--- src/rtl/imem_fetch_ctrl.sv ---
// rtl/imem_fetch_ctrl.sv - instruction-memory loader/fetch sequencer with redirect and fault handling
module imem_fetch_ctrl #(
  parameter int          ADDR_W   = 5,
  parameter logic [31:0] RESET_PC = 32'h0
) (
  input  logic              clk_i,
  input  logic              rst_i,
  input  logic              boot_en_i,
  input  logic              ld_valid_i,
  input  logic [ADDR_W-1:0] ld_addr_i,
  input  logic [31:0]       ld_data_i,
  output logic              ld_ready_o,
  output logic [ADDR_W-1:0] imem_addr_o,
  output logic              imem_we_o,
  output logic [31:0]       imem_wdata_o,
  input  logic [31:0]       imem_rdata_i,
  input  logic              redirect_valid_i,
  input  logic [31:0]       redirect_pc_i,
  output logic              out_valid_o,
  input  logic              out_ready_i,
  output logic [31:0]       out_instr_o,
  output logic [31:0]       out_pc_o,
  output logic              fault_o
);

  localparam int PC_HI = ADDR_W + 2;

  typedef enum logic [1:0] {S_LOAD, S_FETCH, S_FAULT} state_e;

  state_e      state_q, state_d;
  logic [31:0] pc_q, pc_d;
  logic        out_valid_q, out_valid_d;
  logic [31:0] out_instr_q, out_instr_d;
  logic [31:0] out_pc_q, out_pc_d;

  logic pc_bad;
  logic redir_bad;
  logic take;
  logic consumed;

  assign pc_bad    = (pc_q[1:0] != 2'b00) || (pc_q[31:PC_HI] != '0);
  assign redir_bad = (redirect_pc_i[1:0] != 2'b00);
  assign take      = !out_valid_q || out_ready_i;
  assign consumed  = out_valid_q && out_ready_i;

  always_ff @(posedge clk_i or posedge rst_i) begin
    if (rst_i) begin
      state_q <= S_LOAD;
    end else begin
      state_q <= state_d;
    end
  end

  always_comb begin
    state_d = state_q;
    case (state_q)
      S_LOAD: begin
        if (!boot_en_i) state_d = S_FETCH;
      end
      S_FETCH: begin
        if (redirect_valid_i) begin
          if (redir_bad) state_d = S_FAULT;
        end else if (pc_bad) begin
          state_d = S_FAULT;
        end
      end
      S_FAULT: state_d = S_FAULT;
      default: state_d = S_LOAD;
    endcase
  end

  always_comb begin
    ld_ready_o   = 1'b0;
    imem_we_o    = 1'b0;
    imem_addr_o  = pc_q[PC_HI-1:2];
    imem_wdata_o = '0;
    fault_o      = 1'b0;
    case (state_q)
      S_LOAD: begin
        ld_ready_o   = 1'b1;
        imem_we_o    = ld_valid_i;
        imem_addr_o  = ld_addr_i;
        imem_wdata_o = ld_data_i;
      end
      S_FAULT: fault_o = 1'b1;
      default: ;
    endcase
  end

  // Redirect outranks the range check so a branch can rescue a pc that just ran off the end.
  always_comb begin
    pc_d        = pc_q;
    out_valid_d = out_valid_q;
    out_instr_d = out_instr_q;
    out_pc_d    = out_pc_q;
    case (state_q)
      S_LOAD: begin
        if (!boot_en_i) pc_d = RESET_PC;
      end
      S_FETCH: begin
        if (redirect_valid_i) begin
          out_valid_d = 1'b0;
          pc_d        = redirect_pc_i;
        end else if (pc_bad) begin
          if (consumed) out_valid_d = 1'b0;
        end else if (take) begin
          out_valid_d = 1'b1;
          out_instr_d = imem_rdata_i;
          out_pc_d    = pc_q;
          pc_d        = pc_q + 32'd4;
        end
      end
      S_FAULT: begin
        if (consumed) out_valid_d = 1'b0;
      end
      default: ;
    endcase
  end

  always_ff @(posedge clk_i or posedge rst_i) begin
    if (rst_i) begin
      pc_q        <= RESET_PC;
      out_valid_q <= 1'b0;
      out_instr_q <= '0;
      out_pc_q    <= '0;
    end else begin
      pc_q        <= pc_d;
      out_valid_q <= out_valid_d;
      out_instr_q <= out_instr_d;
      out_pc_q    <= out_pc_d;
    end
  end

  assign out_valid_o = out_valid_q;
  assign out_instr_o = out_instr_q;
  assign out_pc_o    = out_pc_q;

endmodule

--- config.mk ---
export PLATFORM = sky130hd
export DESIGN_NAME = imem_fetch_ctrl
export DESIGN_NICKNAME = d
export VERILOG_FILES = /design/src/rtl/imem_fetch_ctrl.sv
export SDC_FILE = /design/constraint.sdc
export NUM_CORES = 1
export LEC_CHECK = 0
export CAP_MARGIN = 0
export CORE_MARGIN = 5
export CORE_UTILIZATION = 45
export DETAILED_ROUTE_END_ITERATION = 7
export GPL_ROUTABILITY_DRIVEN = 0
export PLACE_DENSITY = 0.95
export SYNTH_ARGS = -nofsm -noshare
export SYNTH_HDL_FRONTEND = slang
export SYNTH_SLANG_ARGS = --single-unit
--- constraint.sdc ---
create_clock -name clk_i -period 7.3 [get_ports clk_i]
set_input_delay 2.19 -clock clk_i [delete_from_list [all_inputs] [get_ports clk_i]]
set_output_delay 2.19 -clock clk_i [all_outputs]
set_load 0.01 [all_outputs]
==> impl_metrics.py <==
metrics = {
    "routing": {
        "dr.pass1.iters": 5,
        "drtIter0Drc": 347,
        "avgViaCountPerCell": 5.350,
        "ant_nets": 0,
        "wl_per_cell_um": 17.68,
        "drc_errors": 0,
        "drt-total-wl_um": 13780,
        "vias": 4168,
    },
    "pwr": {
        "seq_power_share_pct": 51.9,
        "p_sw_share_pct": 21.08,
        "power_frac_comb_pct": 7.7,
        "power_switching_mw": 0.2224,
        "p_clk_share_pct": 40.3,
        "power.density_nw_per_um2": 147.9,
        "vdd_drop_max_mv": 0.1076,
        "internal-power_mw": 0.8326,
        "leakagePower_nw": 3.086,
    },
    "clocking": {
        "clock_sinks": 99,
        "post-cts-setup-buffer-count": 0,
        "cts_resized": 0,
        "clockBufferDepth": 2,
        "cts-htree-levels": 3,
        "cts_tree": "yes",
        "clk_pin_slew_ps": 80,
        "hold_buffers": 0,
        "cts_buffers": 9,
        "root_buffer": "clkbuf_8",
        "clk_latency_ps": 360,
    },
    "timing": {
        "slew-limit-headroom_pct": 19.76,
        "slew_violations": 0,
        "report.final.setup_viol": 0,
        "holdWs_ps": 506.1,
        "min_period_ps": 5600,
        "clock_skew_ps": 15.51,
        "fin_crit_sh_pct": 76.71,
        "fin_setup_tns_ps": 0,
        "hold_viol": 0,
        "rsz0062_at_grt": "false",
        "worst_pin_slew_ps": 1204,
        "clock.fmax_mhz": 178.6,
    },
    "finish": {
        "mostFrequentLayoutCell": "clkdlybuf4s50_1",
        "area_growth_pct": 51.84,
        "layout_common_cells": "211 x clkdlybuf4s50_1, 99 x dfrtp_1, 48 x nand2_1, 43 x mux2_2, 34 x and2_1",
        "final_nets": 749,
        "antenna_cells": 0,
        "drive_gt1_share_pct": 10.26,
    },
    "global_route": {
        "grt_pass1_vias": 4440,
        "grt_max_degree": 77,
        "overflow": 0,
        "grt_pass1_wl_um": 22470,
        "antenna_found_initial": 0,
        "gr-usage-all-layers_pct": 21.83,
    },
    "synthesis": {
        "syn_avg_cell_area_um2": 10.75,
        "ys_seq_area_share_pct": 52.74,
        "synthArstFlopShare_pct": 100.0,
        "synth_edf_count": 0,
        "ys.flop_type": "dfrtp_1",
        "ys_types": 49,
        "ys_seq_elements": 99,
        "synth_nets": 548,
        "synth_cells": 437,
        "yosysWarnings": 0,
        "syn_area_um2": 4697,
    },
    "setup_path": {
        "crit_chain": "clkdlybuf4s50_1 > nand2_1 > o21ai_0 > clkdlybuf4s50_1",
        "crit_path_frequent_cell": "clkdlybuf4s50_1",
        "arrival_ps": 3410,
        "endpoint_kind": "output pin",
        "cp_slowest_cell": "clkdlybuf4s50_1",
        "cp_num_buf_inv": 2,
        "critPathLaunchType": "input pin",
        "crit_path_max_fanout": 1,
        "crit_required_ps": 5110,
        "cp_top_family": "buffers and inverters",
        "slowest_delay_ps": 580,
        "critPathKind": "in2out",
    },
    "worst_hold_path": {
        "hp-class": "reg2reg",
    },
    "job": {
        "maxCapViolations": 0,
    },
    "die": {
        "die_w_um": 112.2,
        "die_h_um": 112.2,
        "io_pins": 212,
        "core.rowCount": 37,
        "die_area_um2": 12580,
        "core_um2": 10230,
        "initial_core_util_pct": 45.91,
    },
    "placement": {
        "hpwlAfterDp_um": 10280,
        "io_buffers": 211,
    },
    "run_status": {
        "status": "finished clean",
    },
}
## state kept, by name (all words and copies together) (netlist names)
register / flops
pc_q: 32
out_valid_o: 1
out_instr_o: 32
out_pc_o: 32
state_q: 2
## power by group through the flow
stage	clock [mW]	combinational, mW	sequential, mW
after floorplan	0	0.0184	0.559
after global placement	0	0.0799	0.559
after detailed placement	0	0.0818	0.559
after CTS	0.436	0.0825	0.548
after global routing	0.458	0.0883	0.548
final	0.425	0.0817	0.548
## cell type report
cell class | count | area [um^2]
Fill cell | 727 | 3099
Sequential cell | 99 | 2477
Multi-Input combinational cell | 303 | 2053
Clock inverter | 7 | 125.1
Inverter | 10 | 40.04
Tap cell | 136 | 170.2
Timing Repair Buffer | 215 | 2142
Clock buffer | 9 | 123.9
## kinds of logic (layout without fill, tap and decap cells)
logic type                 Yosys count  after routing  synth area share [%]
AOI/OAI and AO/OA                   81             81                 11.72
and+or+nand+nor                    173            173                 20.19
buffers and inverters               35            241                 3.543
adders and majority gates            4              4                 1.066
DFF                                 99             99                 52.74
muxes                               45             45                 10.74
## Yosys cell counts (3+ instances only)
cell type | n | share of area [%]
dfrtp_1 | 99 | 53
nand2_1 | 48 | 3.8
mux2_2 | 43 | 10
and2_1 | 34 | 4.5
nor2b_1 | 32 | 4.3
o21ai_0 | 26 | 2.8
clkbuf_1 | 15 | 1.2
a22o_1 | 11 | 2.1
nand3_1 | 11 | 1.2
nor4_1 | 11 | 1.5
inv_1 | 10 | 0.80
a21oi_1 | 9 | 0.96
nor2_1 | 9 | 0.72
o31ai_1 | 8 | 1.3
nand2b_1 | 5 | 0.67
nor3_1 | 5 | 0.53
a22oi_1 | 4 | 0.64
buf_2 | 4 | 0.43
buf_6 | 4 | 0.96
ha_1 | 4 | 1.1
nand4_1 | 4 | 0.53
o31a_1 | 3 | 0.56
## worst reg2reg max path: cells and delay by family (launching register included)
kind / cells / cell delay, ps
mux: 1 / 380
fa+ha+maj: 1 / 970
flops: 1 / 400
compound gates: 2 / 790
buf+inv: 1 / 100
simple gates: 2 / 1210
## per-stage QoR
step / area (um^2) / setup WS [ps] / total power, mW / std cells / utilization, %
2_1_floorplan: 4697 / 2520 / 0.5772 / 437 / -
6_report: 7132 / 1700 / 1.055 / 779 / 69.71
5_1_grt: 7132 / 1625 / 1.094 / 779 / 69.71
3_5_place_dp: 6883 / 1703 / 0.6405 / 763 / 67.27
3_3_place_gp: 6883 / 1710 / 0.6387 / 763 / 67.27
4_1_cts: 7132 / 1691 / 1.067 / 779 / 69.71
## routing by layer
layer / share of wire (%) / vias to the layer above / track usage, % / routed length [um]
met5: 0 / - / 0 / 0
met4: 2.5 / 0 / 8.093 / 348
li1: - / 1938 / - / -
met1: 39 / 2039 / 25.41 / 5311
met3: 6.9 / 27 / 6.846 / 949
met2: 52 / 164 / 37.82 / 7166
## worst paths after layout
kind | startpoint | end | slack, ps | cells past startpoint
worst min register to register | out_pc_o[29] | out_pc_o[29] | 510 | 1
worst max-delay path | ld_addr_i[0] | imem_addr_o[0] | 1700 | 4
max in group asynchronous | rst_i | out_pc_o[7] | 3920 | 3
worst min-delay path | out_pc_o[29] | out_pc_o[29] | 510 | 1
min in group asynchronous | rst_i | pc_q[15] | 2130 | 2
worst max register to register | state_q[0] | pc_q[3] | 3340 | 7
Power figures use the tool's default switching activity.
